--- config.mk ---
export PLATFORM = sky130hd
export DESIGN_NAME = pipe_stage_skid
export DESIGN_NICKNAME = d
export VERILOG_FILES = /design/src/rtl/pipe_stage_skid.sv
export SDC_FILE = /design/constraint.sdc
export NUM_CORES = 1
export LEC_CHECK = 0
export BUFFER_PORTS_ARGS = -buffer_cell sky130_fd_sc_hd__buf_2
export CAP_MARGIN = 20
export CORE_MARGIN = 2
export CORE_UTILIZATION = 41
export CTS_CLUSTER_SIZE = 10
export DETAILED_ROUTE_END_ITERATION = 8
export SLEW_MARGIN = 40
export SYNTH_ARGS = -nofsm -noshare
export SYNTH_HDL_FRONTEND = slang
export SYNTH_SLANG_ARGS = --single-unit
--- constraint.sdc ---
create_clock -name clk -period 3.55 [get_ports clk]
set_input_delay 0.355 -clock clk [delete_from_list [all_inputs] [get_ports clk]]
set_output_delay 0.355 -clock clk [all_outputs]
set_load 0.1 [all_outputs]
--- src/rtl/pipe_stage_skid.sv ---
// Two-entry skid-buffered pipeline stage (main + skid register) with flush,
// bubble insertion on empty, and a saturating downstream-stall counter.
//
// state    | meaning
// ---------+-----------------------------------------------
// ST_EMPTY | nothing held, out_data shows BUBBLE_VAL
// ST_BUSY  | main holds the head entry
// ST_FULL  | main holds the head entry, skid holds the next
module pipe_stage_skid #(
  parameter int unsigned       DATA_W     = 64,
  parameter logic [DATA_W-1:0] BUBBLE_VAL = '0,
  parameter int unsigned       CNT_W      = 16
) (
  input  logic              clk,
  input  logic              rst,
  input  logic              flush,
  input  logic              in_valid,
  input  logic [DATA_W-1:0] in_data,
  output logic              in_ready,
  output logic              out_valid,
  output logic [DATA_W-1:0] out_data,
  input  logic              out_ready,
  output logic [1:0]        occupancy,
  output logic [CNT_W-1:0]  stall_cnt
);

  typedef enum logic [1:0] {
    ST_EMPTY = 2'd0,
    ST_BUSY  = 2'd1,
    ST_FULL  = 2'd2
  } state_t;

  state_t            state_q, state_d;
  logic [DATA_W-1:0] main_q, main_d;
  logic [DATA_W-1:0] skid_q, skid_d;
  logic              in_fire;
  logic              out_fire;
  logic              stall;

  // Handshake outputs decode from state only, so in_ready never sees out_ready.
  always_comb begin
    in_ready  = 1'b1;
    out_valid = 1'b0;
    out_data  = BUBBLE_VAL;
    occupancy = 2'd0;
    case (state_q)
      ST_EMPTY: begin
        in_ready  = 1'b1;
        out_valid = 1'b0;
        out_data  = BUBBLE_VAL;
        occupancy = 2'd0;
      end
      ST_BUSY: begin
        in_ready  = 1'b1;
        out_valid = 1'b1;
        out_data  = main_q;
        occupancy = 2'd1;
      end
      ST_FULL: begin
        in_ready  = 1'b0;
        out_valid = 1'b1;
        out_data  = main_q;
        occupancy = 2'd2;
      end
      default: begin
        in_ready  = 1'b1;
        out_valid = 1'b0;
        out_data  = BUBBLE_VAL;
        occupancy = 2'd0;
      end
    endcase
  end

  assign in_fire  = in_valid & in_ready;
  assign out_fire = out_valid & out_ready;
  assign stall    = out_valid & ~out_ready;

  always_comb begin
    state_d = state_q;
    main_d  = main_q;
    skid_d  = skid_q;
    if (flush) begin
      // Any entry handed downstream this cycle is already gone; the rest is dropped.
      state_d = ST_EMPTY;
      main_d  = BUBBLE_VAL;
      skid_d  = BUBBLE_VAL;
    end else begin
      case (state_q)
        ST_EMPTY: begin
          if (in_fire) begin
            main_d  = in_data;
            state_d = ST_BUSY;
          end
        end
        ST_BUSY: begin
          if (in_fire && out_fire) begin
            main_d = in_data;
          end else if (in_fire) begin
            skid_d  = in_data;
            state_d = ST_FULL;
          end else if (out_fire) begin
            state_d = ST_EMPTY;
          end
        end
        ST_FULL: begin
          if (out_fire) begin
            main_d  = skid_q;
            state_d = ST_BUSY;
          end
        end
        default: begin
          state_d = ST_EMPTY;
        end
      endcase
    end
  end

  always_ff @(posedge clk or negedge rst) begin
    if (!rst) begin
      state_q <= ST_EMPTY;
      main_q  <= BUBBLE_VAL;
      skid_q  <= BUBBLE_VAL;
    end else begin
      state_q <= state_d;
      main_q  <= main_d;
      skid_q  <= skid_d;
    end
  end

  // Stall count survives flush; only reset clears it.
  always_ff @(posedge clk or negedge rst) begin
    if (!rst) begin
      stall_cnt <= '0;
    end else if (stall && (stall_cnt != {CNT_W{1'b1}})) begin
      stall_cnt <= stall_cnt + CNT_W'(1);
    end
  end

endmodule
### After elaboration in Yosys (flattened, before gate mapping)

Index checks and enable logic that the tools add are counted.

* $add $sub $neg: 1
* multiply operators: 0
* divide/modulo/power cells: 0
* order comparisons: 0
* equal/unequal tests: 9
* shift-type cells: 0
* multiplexer cells: 19
* bitwise gates (word level): 4
* reduce and logical (&&, ||, !) cells: 10

Operators by type and width (count)
* two-way mux 64 bit: 8
* case mux 64 bit (3 select lines): 1
* adder 16 x 1 -> 16 bit (second input constant): 1
* != test 16 bit (second input constant): 1
* two-way mux 2 bit: 6
* != test 3 bit (second input constant): 4
* AND reduction 4 bit: 2
* case mux 2 bit (3 select lines): 1
* != test 4 bit (second input constant): 1
* case mux 2 bit (2 select lines): 1
* nonzero test 2 bit: 2
* nonzero test 4 bit: 1
* AND 1 bit: 3
* AND reduction 3 bit: 1
* == test 2 x 1 -> 1 bit (second input constant): 1
* == test 2 bit (second input constant): 1
* logical AND 1 bit: 2
* logical NOT 2 bit: 1
* two-way mux 1 bit: 2
* != test 2 bit (second input constant): 1
* OR reduction 2 bit: 1
* NOT 1 bit: 1

* bits in registers: 146
* latch bits: 0
* bits in writable memories: 0
* bits in read-only memories: 0
* input bits: 69
* output and inout port bits: 84
* logic and storage cells: 47
* memories kept: 0

### Depth between registers and ports, before layout

* depth in word-level cells: 9
* depth in mapped cells: 8
* gate-level depth less buffers: 6

### Worst setup path before layout

No wires, ideal clock.

* path type: reg-to-output
* start point: register state_q[1]
* end point: output port out_data[63]
* arrival: 2681 ps
* data required time: 3195 ps
* setup slack: 514 ps
* cell stages (with the launch flop): 6
* buffers on the path: 2
* path through: dfrtp_1 > inv_1 > ha_1 > clkbuf_1 > clkbuf_1 > and2_1

* cells in the longest elaborated chain, start to end: 3
* elaborated cells between the ends (all ways): 4
* those cells by class: eq/ne (2); mux (1); reduce/logical (1)

Ends and longest elaborated chain
* start: declaration: RTL line 33 `state_t state_q, state_d;`
* start signal: assignment: RTL line 124 `state_q <= state_d;`
* == test 2 bit or == test 2 x 1 -> 1 bit (tied branches): RTL line 46 `case (state_q)`
* OR reduction 2 bit (no source line) *
* two-way mux 64 bit *: RTL line 46
* end: declaration: RTL line 21 `output logic [DATA_W-1:0] out_data,`

Mark *: on every way between the ends. The rest lies on a longest branch, timed or not.

### Worst setup path in the final report

* start point: register state_q[1]
* end point: output port out_data[2]

The elaborated chain is that of the path after synthesis.

==> impl_metrics.yaml <==
route:
  vias: 5810
  dr.first_iter.drc_count: 224
  drc: 0
  drt.antenna.violating_nets: 0
  viasPerCell: 4.92
  first_pass_iters: 4
  wl_per_cell_um: 15.0
  routed_wl_um: 17800
yosys:
  synth-compound-area-share_pct: 5.78
  seq_area_frac_synth_pct: 47.0
  ys.flop_type: "dfrtp_1"
  synth_top_family_by_area: "simple AND/OR/NAND/NOR gates"
  ys_top_cells_by_area: "dfrtp_1, mux2_2, mux2i_1"
  syn_area_per_cell_um2: 9.64
  synth_cells: 806
  synth_fp_nets: 881
  synthArstFlopShare_pct: 100
  ys_ff_latch: 146
  synthSimpleGateAreaFrac_pct: 23.5
  synth_top_area_share_pct: 47.0
  synth-xor-area-share_pct: 0.902
  synth_most_common_cell: "dfrtp_1"
  ys_warn_count: 0
  muxShareOfSynthArea_pct: 18.2
  synth_edf_count: 0
  ys_types: 40
  ys_top_cells_by_count: "dfrtp_1, nand2_1, nor2b_1, a21oi_1, and2_1"
  synth_fa_ha_area_share_pct: 0.966
  syn_area_um2: 7770
  yosysTopAreaCell: "dfrtp_1"
sta:
  slew_headroom_pct: 48.9
  maxSlewViolCount: 0
  period_share_pct: 81.7
  fin_crit_ns: 2.90
  rsz0062_at_grt: "no"
  max_freq_mhz: 345
  tns_ns: 0
  finalHoldViolCount: 4
  skew_ns: 0.00749
  setup_viol: 0
  tightest_slew_ns: 0.767
  fin_hold_ws_ns: -0.0133
critical_path:
  cp_slowest_cell: "ha_2"
  crit_fanout: 31
  crit_path_max_incr_delay_ns: 0.60
  crit_path_cell_trace: "inv_1 > ha_2 > buf_4 > and2_1 > buf_2"
  crit_arrival_ns: 2.54
  critical_path_class: "reg2out"
  crit_required_ns: 3.19
  startpoint_type: "flop"
  crit_path_end_kind: "output pin"
clock_network:
  cts_made_buffers: 17
  cts_hold_buf: 0
  cts_buffer_depth: 2
  cts_root_buf: "clkbuf_16"
  h-tree-depth: 4
  cts_sinks: 146
  post_cts_buffers: 0
  tritoncts: "built"
  clkLatencyLatePin_ns: 0.42
  cts_resized: 0
  clk_pin_slew_ns: 0.06
pwr:
  p_sw_share_pct: 42.3
  power_switching_mw: 2.99
  ir_worst_vdd_mv: 0.890
  seqPwrFrac_pct: 31.5
  p_per_area_nw_per_um2: 754
  p_leak_nw: 4.42
  combPwrFrac_pct: 40.9
  internal_power_mw: 4.08
  clockPowerShare_pct: 27.6
die:
  die-height_um: 142
  die_width_um: 142
  core_region_area_um2: 18600
  fp-row-count: 50
  initial_core_util_pct: 41.7
  die_area_um2: 20100
  num_io_pins: 153
global_routing:
  antenna_found_initial: 3
  grt_usage_pct: 18.4
  grt_first_pass_wirelength_um: 29200
  grt_pass1_vias: 5626
  grt_start_max_net_pins: 103
  grt_overflow_total: 0
outcome:
  violations: "hold timing"
  status: "complete, but fails checks"
run:
  cap_violations: 0
placement:
  gp_congestion: 0.785
  dp_hpwl_um: 10900
  numPortBuffers: 152
finish:
  post-route-util_pct: 50.3
  areaGrowthSynthToFinish_pct: 20.7
  drive_above_1_share_pct: 28.1
  register_area_um2: 3650
  layout.nets: 1007
  multi_input_area_um2: 3860
  nFillCells: 1779
worst_hold_path:
  hp-class: "in2async"
==> path summary, 6_finish.rpt <==
| check | slack, ns | cells past startpoint | startpoint | end |
|---|---|---|---|---|
| max | 0.65 | 5 | state_q[1]$_DFFE_PN0P_ | out_data[2] |
| min | -0.01 | 1 | rst | main_q[34]$_DFFE_PN0P_ |
| max reg2reg | 1.07 | 6 | state_q[1]$_DFFE_PN0P_ | stall_cnt[6]$_DFFE_PN0P_ |
| min reg2reg | 0.52 | 2 | skid_q[19]$_DFFE_PN0P_ | skid_q[19]$_DFFE_PN0P_ |
| max in group asynchronous | 2.73 | 2 | rst | main_q[6]$_DFFE_PN0P_ |
| min in group clk | 0.17 | 3 | in_data[55] | skid_q[55]$_DFFE_PN0P_ |
==> cells in the final DEF (no fill, tap or decap), types with 2 or more instances in the layout <==
master,n
a21oi_1,66
and2_1,67
and3_1,3
buf_12,3
buf_2,150
buf_4,8
bufinv_16,4
clkbuf_16,17
clkbuf_8,2
clkinv_4,3
clkinvlp_4,2
dfrtp_1,146
diode_2,2
ha_1,4
inv_1,6
inv_6,3
mux2_1,4
mux2_2,64
mux2i_1,65
nand2_1,135
nand2b_1,3
nand3_1,7
nand3_2,2
nand4_1,6
nor2_1,66
nor2b_1,68
nor3_1,7
nor4_1,2
o21ai_0,2
o31ai_1,3
xnor2_1,2
xor2_1,6
==> kinds of logic after synthesis <==
| family | count (synthesis) |
|---|---|
| mux | 133 |
| buf+inv | 62 |
| simple gates | 372 |
| xor+xnor | 8 |
| compound gates | 79 |
| flops | 146 |
| fa+ha+maj | 6 |
==> critical path: cells and delay by family, from the launching register on <==
| kind | cells | cell delay, ns |
|---|---|---|
| buffers and inverters | 3 | 0.89 |
| adders and majority gates | 1 | 0.60 |
| DFF | 1 | 0.43 |
| and+or+nand+nor | 1 | 0.18 |
==> registers in the layout, summed over array words and instances (netlist names) <==
signal,count
main_q,64
skid_q,64
stall_cnt,16
state_q,2
==> layer usage <==
metal	track usage, %	wire [µm]
met1	25.4	8650
met2	29.0	8230
met3	4.32	702
met4	5.05	174
met5	0	7
==> through the flow <==
stage / area (µm²) / cells / setup slack [ns] / power (mW)
3_5_place_dp: 8730 / 1147 / 1.01 / 5.20
3_3_place_gp: 8730 / 1147 / 1.07 / 5.17
6_report: 9380 / 1181 / 0.651 / 7.07
2_1_floorplan: 7770 / 806 / 0.514 / 4.63
4_1_cts: 9370 / 1179 / 0.547 / 7.19
5_1_grt: 9370 / 1179 / 0.453 / 7.47
==> power by group through the flow <==
| stage | sequential [mW] | clock (mW) | combinational [mW] |
|---|---|---|---|
| after global routing | 2.28 | 2.08 | 3.11 |
| final | 2.23 | 1.95 | 2.89 |
| after global placement | 2.26 | 0 | 2.91 |
| after CTS | 2.23 | 2.01 | 2.95 |
| after floorplan | 2.37 | 0 | 2.26 |
| after detailed placement | 2.26 | 0 | 2.95 |
==> area by class of cell <==
cell class,count,share of cell area [%]
antenna,2,0.0534
clock buffer,19,4.72
clock inverter,13,2.12
inverter,6,0.240
multi-input combinational,598,41.2
sequential,146,39.0
tap,234,3.12
timing repair buffer,163,9.55
(Power assumes the default switching activity.)
